## src/rtl/display_pkg.sv

```systemverilog
// Shared seven-segment types and the active-low glyph table for the HEX displays.
package display_pkg;

    localparam logic [6:0] SEG_BLANK = 7'h7F;

    typedef logic [6:0]      seg_t;
    typedef logic [5:0][3:0] hex6_t;

    // Active-low, bit0 = segment a ... bit6 = segment g
    function automatic seg_t hex_to_seg(input logic [3:0] v);
        seg_t s;
        case (v)
            4'h0: s = 7'h40;
            4'h1: s = 7'h79;
            4'h2: s = 7'h24;
            4'h3: s = 7'h30;
            4'h4: s = 7'h19;
            4'h5: s = 7'h12;
            4'h6: s = 7'h02;
            4'h7: s = 7'h78;
            4'h8: s = 7'h00;
            4'h9: s = 7'h10;
            4'hA: s = 7'h08;
            4'hB: s = 7'h03;
            4'hC: s = 7'h46;
            4'hD: s = 7'h21;
            4'hE: s = 7'h06;
            default: s = 7'h0E;
        endcase
        return s;
    endfunction

endpackage

```

## src/rtl/value_to_seven_seg.sv

```systemverilog
// One hex digit to an active-low segment pattern, with forced blanking.
module value_to_seven_seg
    import display_pkg::*;
(
    input  logic [3:0] value_i,
    input  logic       blank_i,
    output seg_t       seg_o
);

    assign seg_o = blank_i ? SEG_BLANK : hex_to_seg(value_i);

endmodule

```

## src/rtl/hex_display_arbiter.sv

```systemverilog
// Round-robin arbiter sharing the six HEX displays between requesters,
// holding each granted value for a minimum dwell time.
module hex_display_arbiter
    import display_pkg::*;
#(
    parameter int NUM_REQ       = 2,
    parameter int DWELL_CYCLES  = 8,
    parameter int BLANK_LEADING = 1,
    localparam int OW = (NUM_REQ > 1) ? $clog2(NUM_REQ) : 1
) (
    input  logic                         clock,
    input  logic                         reset,
    input  logic [NUM_REQ-1:0]           req_valid,
    input  logic [NUM_REQ-1:0][23:0]     req_value,
    output logic [NUM_REQ-1:0]           req_ready,
    output logic [OW-1:0]                owner,
    output logic                         owner_valid,
    output logic [6:0]                   HEX0,
    output logic [6:0]                   HEX1,
    output logic [6:0]                   HEX2,
    output logic [6:0]                   HEX3,
    output logic [6:0]                   HEX4,
    output logic [6:0]                   HEX5
);

    localparam int DW = $clog2(DWELL_CYCLES + 1);

    typedef enum logic {IDLE, SHOW} state_t;

    state_t          state_q;
    logic [DW-1:0]   dwell_q;
    logic [OW-1:0]   rr_ptr_q;
    logic [OW-1:0]   owner_q;
    logic            owner_valid_q;
    hex6_t           value_q;
    hex6_t           value_d;
    seg_t [5:0]      hex_q;
    seg_t [5:0]      seg_d;
    logic [5:0]      blank_d;

    logic            found;
    logic [OW-1:0]   winner;
    logic [OW-1:0]   sel;
    logic            transfer;

    always_comb begin
        int idx;
        idx    = 0;
        found  = 1'b0;
        winner = '0;
        for (int k = 0; k < NUM_REQ; k++) begin
            idx = (int'(rr_ptr_q) + k) % NUM_REQ;
            if (!found && req_valid[OW'(idx)]) begin
                found  = 1'b1;
                winner = OW'(idx);
            end
        end
    end

    assign sel       = (state_q == IDLE) ? winner : owner_q;
    assign req_ready = (!reset && (state_q == SHOW || found)) ? (NUM_REQ'(1) << sel) : '0;
    assign transfer  = |(req_valid & req_ready);
    assign value_d   = transfer ? hex6_t'(req_value[sel]) : value_q;

    // Segments are encoded from the next value so HEX lands on the transfer edge.
    always_comb begin
        logic zero_run;
        zero_run = 1'b1;
        blank_d  = '0;
        for (int k = 5; k >= 1; k--) begin
            zero_run   = zero_run && (value_d[k] == 4'h0);
            blank_d[k] = (BLANK_LEADING != 0) && zero_run;
        end
    end

    for (genvar g = 0; g < 6; g++) begin : g_seg
        value_to_seven_seg u_seg (
            .value_i (value_d[g]),
            .blank_i (blank_d[g]),
            .seg_o   (seg_d[g])
        );
    end

    always_ff @(posedge clock) begin
        if (reset) begin
            state_q       <= IDLE;
            rr_ptr_q      <= '0;
            dwell_q       <= '0;
            owner_q       <= '0;
            owner_valid_q <= 1'b0;
            value_q       <= '0;
            hex_q         <= {6{SEG_BLANK}};
        end else begin
            value_q <= value_d;
            hex_q   <= seg_d;
            case (state_q)
                IDLE: begin
                    if (transfer) begin
                        owner_q       <= winner;
                        owner_valid_q <= 1'b1;
                        rr_ptr_q      <= (winner == OW'(NUM_REQ - 1)) ? '0 : winner + 1'b1;
                        dwell_q       <= DW'(DWELL_CYCLES - 1);
                        state_q       <= SHOW;
                    end
                end
                SHOW: begin
                    // Owner refreshes update the value only; the dwell keeps running.
                    if (dwell_q == '0) begin
                        state_q       <= IDLE;
                        owner_valid_q <= 1'b0;
                    end else begin
                        dwell_q <= dwell_q - 1'b1;
                    end
                end
            endcase
        end
    end

    assign owner       = owner_q;
    assign owner_valid = owner_valid_q;
    assign HEX0        = hex_q[0];
    assign HEX1        = hex_q[1];
    assign HEX2        = hex_q[2];
    assign HEX3        = hex_q[3];
    assign HEX4        = hex_q[4];
    assign HEX5        = hex_q[5];

endmodule

```

## config.mk

```make
export PLATFORM = sky130hd
export DESIGN_NAME = hex_display_arbiter
export DESIGN_NICKNAME = d
export VERILOG_FILES = /design/src/rtl/display_pkg.sv /design/src/rtl/value_to_seven_seg.sv /design/src/rtl/hex_display_arbiter.sv
export SDC_FILE = /design/constraint.sdc
export NUM_CORES = 1
export LEC_CHECK = 0
export CORE_ASPECT_RATIO = 0.9
export CORE_MARGIN = 1.5
export CORE_UTILIZATION = 47
export DETAILED_ROUTE_END_ITERATION = 8
export GPL_ROUTABILITY_DRIVEN = 1
export GPL_TIMING_DRIVEN = 0
export PLACE_DENSITY = 0.77
export SLEW_MARGIN = 30
export SYNTH_ARGS = -nofsm -noshare
export SYNTH_HDL_FRONTEND = slang
export SYNTH_SLANG_ARGS = --single-unit
```

## constraint.sdc

```tcl
create_clock -name clock -period 2.8 [get_ports clock]
set_input_delay 0.56 -clock clock [delete_from_list [all_inputs] [get_ports clock]]
set_output_delay 0.56 -clock clock [all_outputs]
set_load 0.02 [all_outputs]
```

==> After elaboration in Yosys (flattened, before gate mapping) <==
Memories as Yosys holds them, arrays and structs flattened. A register that Yosys moved wholly into a read port is not among the register bits.
Cells that the tools add are included.
{ "totals": {"register_bits": 32, "latch_bits": 0, "mem_bits_rw": 0, "input_bits": 52, "wordCells": 76, "rom_bits": 672, "memories": 6} }
{ "op_classes": {"n_lt_le_gt_ge": 3, "n_addsub": 3, "n_mux": 23, "n_bitwise": 2, "reduce_logical": 24, "mul": 0, "shifts": 1, "n_eq_ne": 3, "div_mod_pow": 0} }
{ "mem_list": {"columns": ["name", "words", "word_bits", "rd", "rd_clocked_by_memory_dff", "wr", "line", "rtl"], "rows": [
  ["(no name shown)", 16, 7, 1, 1, 0, "display_pkg.sv:12", "case (v)"],
  ["(no name shown)", 16, 7, 1, 1, 0, "display_pkg.sv:12", null],
  ["(no name shown)", 16, 7, 1, 1, 0, "display_pkg.sv:12", null],
  ["(no name shown)", 16, 7, 1, 1, 0, "display_pkg.sv:12", null],
  ["(no name shown)", 16, 7, 1, 1, 0, "display_pkg.sv:12", null],
  ["(no name shown)", 16, 7, 1, 1, 0, "display_pkg.sv:12", null]
]} }
{ "ops": {"columns": ["cell", "count"], "rows": [
  ["2-to-1 mux 24 bit", 3],
  ["logical NOT 4 bit", 6],
  ["2-to-1 mux 1 bit", 14],
  ["OR reduction 2 bit", 6],
  ["2-to-1 mux 4 bit", 2],
  ["one-hot mux 4 bit (2 select lines)", 1],
  ["logical AND 1 bit", 6],
  ["< comparator 1 x 3 -> 1 bit (second input constant)", 2],
  ["AND reduction 2 bit", 3],
  ["!= test 2 bit (second input constant)", 2],
  ["one-hot mux 1 bit (2 select lines)", 2],
  ["subtractor 4 x 1 -> 4 bit (second input constant)", 1],
  ["adder 1 bit (second input constant)", 2],
  ["AND 2 bit", 1],
  ["logical NOT 1 bit", 2],
  ["< comparator 1 x 2 -> 1 bit (second input constant)", 1],
  ["2-to-1 mux 2 bit", 1],
  ["!= test 2 x 1 -> 1 bit (second input constant)", 1],
  ["left shift 1 x 1 -> 2 bit (first input constant)", 1],
  ["logical OR 1 bit", 1],
  ["NOT 1 bit", 1]
]} }

==> Depth between registers and ports, before layout <==
{ "depth": {"ltp_word": 19, "depth_mapped": 14, "ltp_nobuf": 11} }

==> Modules after synthesis <==
From an unflattened synthesis, not the netlist that was laid out.
{ "hier_totals": {"cells_unflattened": 524, "area_unflattened_um2": 4825.9} }
{ "by_module_without_submodules": {"columns": ["mod", "cells_per_inst", "seq_area_each_um2", "instances", "area_per_inst_um2"], "rows": [
  ["hex_display_arbiter", 314, 1481.4, 1, 3031.7],
  ["value_to_seven_seg", 35, 0.0, 6, 299.0]
]} }

==> Least setup slack after synthesis <==
No wires, ideal clock.
{ "synth_path": {"path_kind": "in2reg", "startpoint": "input req_valid[0]", "endpoint": "register hex_q (netlist bit HEX3[3])", "setup_slack_ns": 0.044, "t_required_ns": 2.677, "setup_time_ns": 0.123, "cell_stages": 11, "arrival_ns": 2.633, "path_buffers": 3, "cell_sequence": "buf_2 -> nand3b_4 -> nand2_2 -> buf_6 -> buf_6 -> mux2i_1 -> o21a_1 -> inv_1 -> ha_1 -> mux4_2 -> nand2b_1"} }
{ "synth_via": {"word_cells_on_any_way": 26, "classes_between": "1 x shift; 13 x mux; 1 x bitwise; 11 x reduce/logical"} }
{ "synth_lines": {"columns": ["item", "line", "rtl"], "rows": [
  ["start: declaration", "hex_display_arbiter.sv:13", "input logic [NUM_REQ-1:0] req_valid,"],
  ["2-to-1 mux 1 bit (not written as such) (2 in series)", "hex_display_arbiter.sv:53", "if (!found && req_valid[OW'(idx)]) begin"],
  ["2-to-1 mux 1 bit", "hex_display_arbiter.sv:53", null],
  ["logical NOT 1 bit", "hex_display_arbiter.sv:53", null],
  ["logical AND 1 bit", "hex_display_arbiter.sv:53", null],
  ["2-to-1 mux 1 bit", "hex_display_arbiter.sv:53", null],
  ["2-to-1 mux 1 bit or logical OR 1 bit (tied branches)", "hex_display_arbiter.sv:60, hex_display_arbiter.sv:61", null],
  ["left shift 1 x 1 -> 2 bit or logical AND 1 bit (tied branches)", "hex_display_arbiter.sv:61", "assign req_ready = (!reset && (state_q == SHOW || found)) ? (NUM_REQ'(1) << sel) : '0;"],
  ["2-to-1 mux 2 bit", "hex_display_arbiter.sv:61", null],
  ["AND 2 bit", "hex_display_arbiter.sv:62", "assign transfer = |(req_valid & req_ready);"],
  ["OR reduction 2 bit", "hex_display_arbiter.sv:62", null],
  ["2-to-1 mux 24 bit (*)", "hex_display_arbiter.sv:63", "assign value_d = transfer ? hex6_t'(req_value[sel]) : value_q;"],
  ["via g_seg[3].u_seg.value_i[0]", "value_to_seven_seg.sv:5", "input logic [3:0] value_i,"],
  ["logical NOT 4 bit", "hex_display_arbiter.sv:71", "zero_run = zero_run && (value_d[k] == 4'h0);"],
  ["logical AND 1 bit", "hex_display_arbiter.sv:71", null],
  ["OR reduction 2 bit (no source line)", null, null],
  ["end: declaration", "hex_display_arbiter.sv:37", "seg_t [5:0] hex_q;"]
]} }
Mark *: on every way through the listed nets, which the timed path passes. The rest lies on a longest branch. The select of a mux whose other input is x is not followed.
A chain may end at the register's enable or synchronous reset.

==> Worst setup path after layout <==
{ "layout_path": {"startpoint": "register state_q", "endpoint": "register hex_q (netlist bit HEX5[3])"} }
{ "layout_via": {"elab_chain_cells": 8, "word_cells_on_any_way": 12, "classes_between": "1 x shift; 5 x mux; 1 x bitwise; 5 x reduce/logical"} }
{ "layout_lines": {"columns": ["item", "line", "rtl"], "rows": [
  ["start: declaration", "hex_display_arbiter.sv:30", "state_t state_q;"],
  ["start signal: assignment", "hex_display_arbiter.sv:86", "state_q <= IDLE;"],
  ["start signal: assignment", "hex_display_arbiter.sv:103", "state_q <= SHOW;"],
  ["start signal: assignment", "hex_display_arbiter.sv:109", "state_q <= IDLE;"],
  ["2-to-1 mux 1 bit or logical OR 1 bit (tied branches)", "hex_display_arbiter.sv:60, hex_display_arbiter.sv:61", null],
  ["left shift 1 x 1 -> 2 bit or logical AND 1 bit (tied branches)", "hex_display_arbiter.sv:61", null],
  ["2-to-1 mux 2 bit", "hex_display_arbiter.sv:61", null],
  ["AND 2 bit", "hex_display_arbiter.sv:62", null],
  ["OR reduction 2 bit", "hex_display_arbiter.sv:62", null],
  ["2-to-1 mux 24 bit (*)", "hex_display_arbiter.sv:63", null],
  ["logical NOT 4 bit", "hex_display_arbiter.sv:71", null],
  ["OR reduction 2 bit (no source line)", null, null]
]} }
Every way passes the cells marked *; elsewhere a longest branch is shown, timed or not. The select of a mux whose other input is x is not followed.

==> flow_summary.toml <==
[status]
status = "finished, final reports clean"

[logic_synthesis]
synth_top_area_share_pct = 31.9
async_flop_share_pct = 0
yosysMostFrequentCell = "dfxtp_1"
avgSynthCellArea_um2 = 9.32
synth_seq_area_share_pct = 31.9
synth_nets = 586
syn-instance-count = 499
ys_ff_latch = 74
synth_flop_cell = "dfxtp_1"
synthTopCellsByCount = "dfxtp_1 (74), nor2_1 (53), nand2_1 (37)"
synth_edf_count = 0
yosys.area.top_type = "dfxtp_1"
ys_types = 72
yosysWarnings = 0
yosys-top-cells-area = "dfxtp_1 (32%), ha_1 (9.4%), mux2i_1 (6.5%)"
syn_area_um2 = 4650

[floorplan]
io_pins = 98
die-area_um2 = 10500
rows = 34
die_w_um = 108
fp.dieH_um = 97.4
core_area_um2 = 9660
initial_core_util_pct = 48.2

[setup_path]
timing.rr.start = "state_q"
cp-start-kind = "flop"
crit_top_cell = "buf_6"
critical_path_buf_inv_count = 5
path_cells = "buf_6 -> and2_4 -> buf_6 -> o221ai_4 -> buf_6 -> buf_12 -> nand2_1 -> o21a_4 -> buf_4 -> ha_1 -> o21ba_2 -> a2111oi_0 -> a31oi_1"
cpMaxStageDelayCell = "a2111oi_0"
critPathArrivalTime_ns = 2.99
worst-path-max-fanout = 10
slowest_delay_ns = 0.48
reg2reg_to = "HEX5[3]"
worstRegToRegCells = 13
cp-end-kind = "flop"
crit_required_ns = 3.02
critPathTopFamily = "compound AO/OA/AOI/OAI gates"
rrSetupSlack_ns = 0.02
critPathKind = "reg2reg"

[sta]
rsz0062_at_grt = "yes"
fin_crit_ns = 2.78
fin_skew_ns = 0.0150
worstMarginPinSlew_ns = 0.697
period_share_pct = 99.2
setup-violations-final = 0
fmax_ghz = 0.360
hold_ws_ns = 0.507
final_max_slew_viol_count = 0
final_hold_viol_count = 0
slew_headroom_pct = 53.5
fin_ws_ns = 0.0221

[global_route]
grt_max_degree = 13
track_usage_pct = 24.3
antenna_found_initial = 0
grt_pass1_wl_um = 20100
grt-ovfl-total = 0
grt_pass1_vias = 4240

[run]
drv_cap = 0

[routing]
dr.pass1.iters = 5
wire_per_inst_um = 17.2
drc = 0
vias_per_cell = 5.77
vias = 4318
drt-initial-drc-count = 223
wirelength_um = 12900
ant_nets = 0

[placed_design]
dp_cells = 720
dpl_cell_area_um2 = 5760
hpwl_um = 9290
pre_cts_slack_ns = -0.668
numPortBuffers = 95
gp_congestion = 0.866

[cells_and_area]
multi_input_area_um2 = 2990
fill_cells = 800
diodes = 0
fin_area_um2 = 6240
regArea_um2 = 1480
layout-drive-gt1-share_pct = 19.6
finalNonFillerCells = 749
area_growth_pct = 34.2
nets = 705

[pwr]
power_density_nw_per_um2 = 541
leakage_nw = 2.53
ir_worst_vdd_v = 0.000275
finalPower_mw = 3.38

[hold_path]
hold_class = "reg2reg"
hold_end = "owner_valid"
worstHoldPathCells = 2
min_from = "owner_valid"

[clocking]
cts.clk_slew.worst_paths_ns = 0.08
cts-root-buf = "clkbuf_8"
clk_latency_ns = 0.37
clk_path_buf_depth = 2
cts_tree = "yes"
cts_made_buffers = 9
postCtsHoldBufs = 0
clock_sinks = 74
cts.htree.levels = 3
==> final cells by class <==
| cell class | count | share of cell area [%] |
|---|---|---|
| Timing Repair Buffer | 108 | 17.0 |
| Multi-Input combinational cell | 378 | 48.0 |
| Inverter | 19 | 1.20 |
| Sequential cell | 74 | 23.8 |
| Clock inverter | 4 | 0.802 |
| Buffer | 28 | 4.23 |
| Clock buffer | 12 | 2.49 |
| Tap cell | 126 | 2.53 |
==> routing by layer <==
metal  part of all wire, %  GRT usage, %  vias to the layer above  routed length (µm)
met5                     0             0                        -                   0
met4                   3.5          12.2                        0                 457
met3                   6.4          5.03                       38                 826
met2                    47          39.1                      171                6080
met1                    43          30.5                     2049                5540
li1                      -             -                     2060                   -
==> logic make-up after synthesis <==
family                   share of synthesized area, %
AO/OA/AOI/OAI                                    24.1
XOR/XNOR                                        0.753
adder cells (fa/ha/maj)                          9.42
buffers and inverters                            6.16
flip-flops                                       31.9
multiplexers                                     9.36
AND/OR/NAND/NOR                                  18.4
==> tightest hold or removal path: stages (launching register included) <==
cell and delay (ns):
dfxtp_1 0.33, a21oi_1 0.06, nor2_1 0.08
==> power breakdown <==
group	leakage [nW]	internal, mW	switching [mW]
clock network	0.0986	0.459	0.408
registers	0.616	1.18	0.0465
logic	1.82	0.599	0.684
==> cells in the final DEF (no fill, tap or decap), drive strengths merged, types with 13 or more instances in the layout <==
cell	synthesis	layout
o21a	13	13
o21ai	21	21
a211oi	15	15
o221ai	13	13
inv	19	18
dfxtp	74	74
nand3	29	29
ha	35	35
clkbuf	7	20
nand2	39	39
buf	21	33
mux2i	31	31
nor2	56	56
clkdlybuf4s50	0	93
==> through the flow <==
step | setup TNS (ns) | utilization, %
final | 0 | 64.6
after global placement | -17.33 | 59.6
after CTS | 0 | 62.6
after floorplan | 0 | -
after global routing | -0.0193 | 64.6
after detailed placement | -19.56 | 59.6
==> timing repair <==
action                     CTS  global route
cloned                       0             0
setup endpoints to repair   35            33
resized for setup           11            35
buffers inserted             5             8
pin swaps                    4             7
==> state kept, by name, indices dropped and copies added (netlist names), 4 cells and up <==
name,cells
value_q,24
HEX0,7
HEX1,7
HEX2,7
HEX3,7
HEX4,7
HEX5,7
dwell_q,4
==> worst max-delay path by stage <==
stage,slack (ns),cells after the start,start,end
2_1_floorplan,0.04,11,req_valid[0],HEX3[3]
3_5_place_dp,-0.67,11,req_valid[1],HEX3[6]
3_3_place_gp,-0.61,11,req_valid[1],HEX3[4]
5_1_grt,-0.01,11,state_q,HEX3[3]
4_1_cts,0.003,12,state_q,HEX3[6]
6_report,0.02,13,state_q,HEX5[3]
Power figures use the tool's default switching activity.
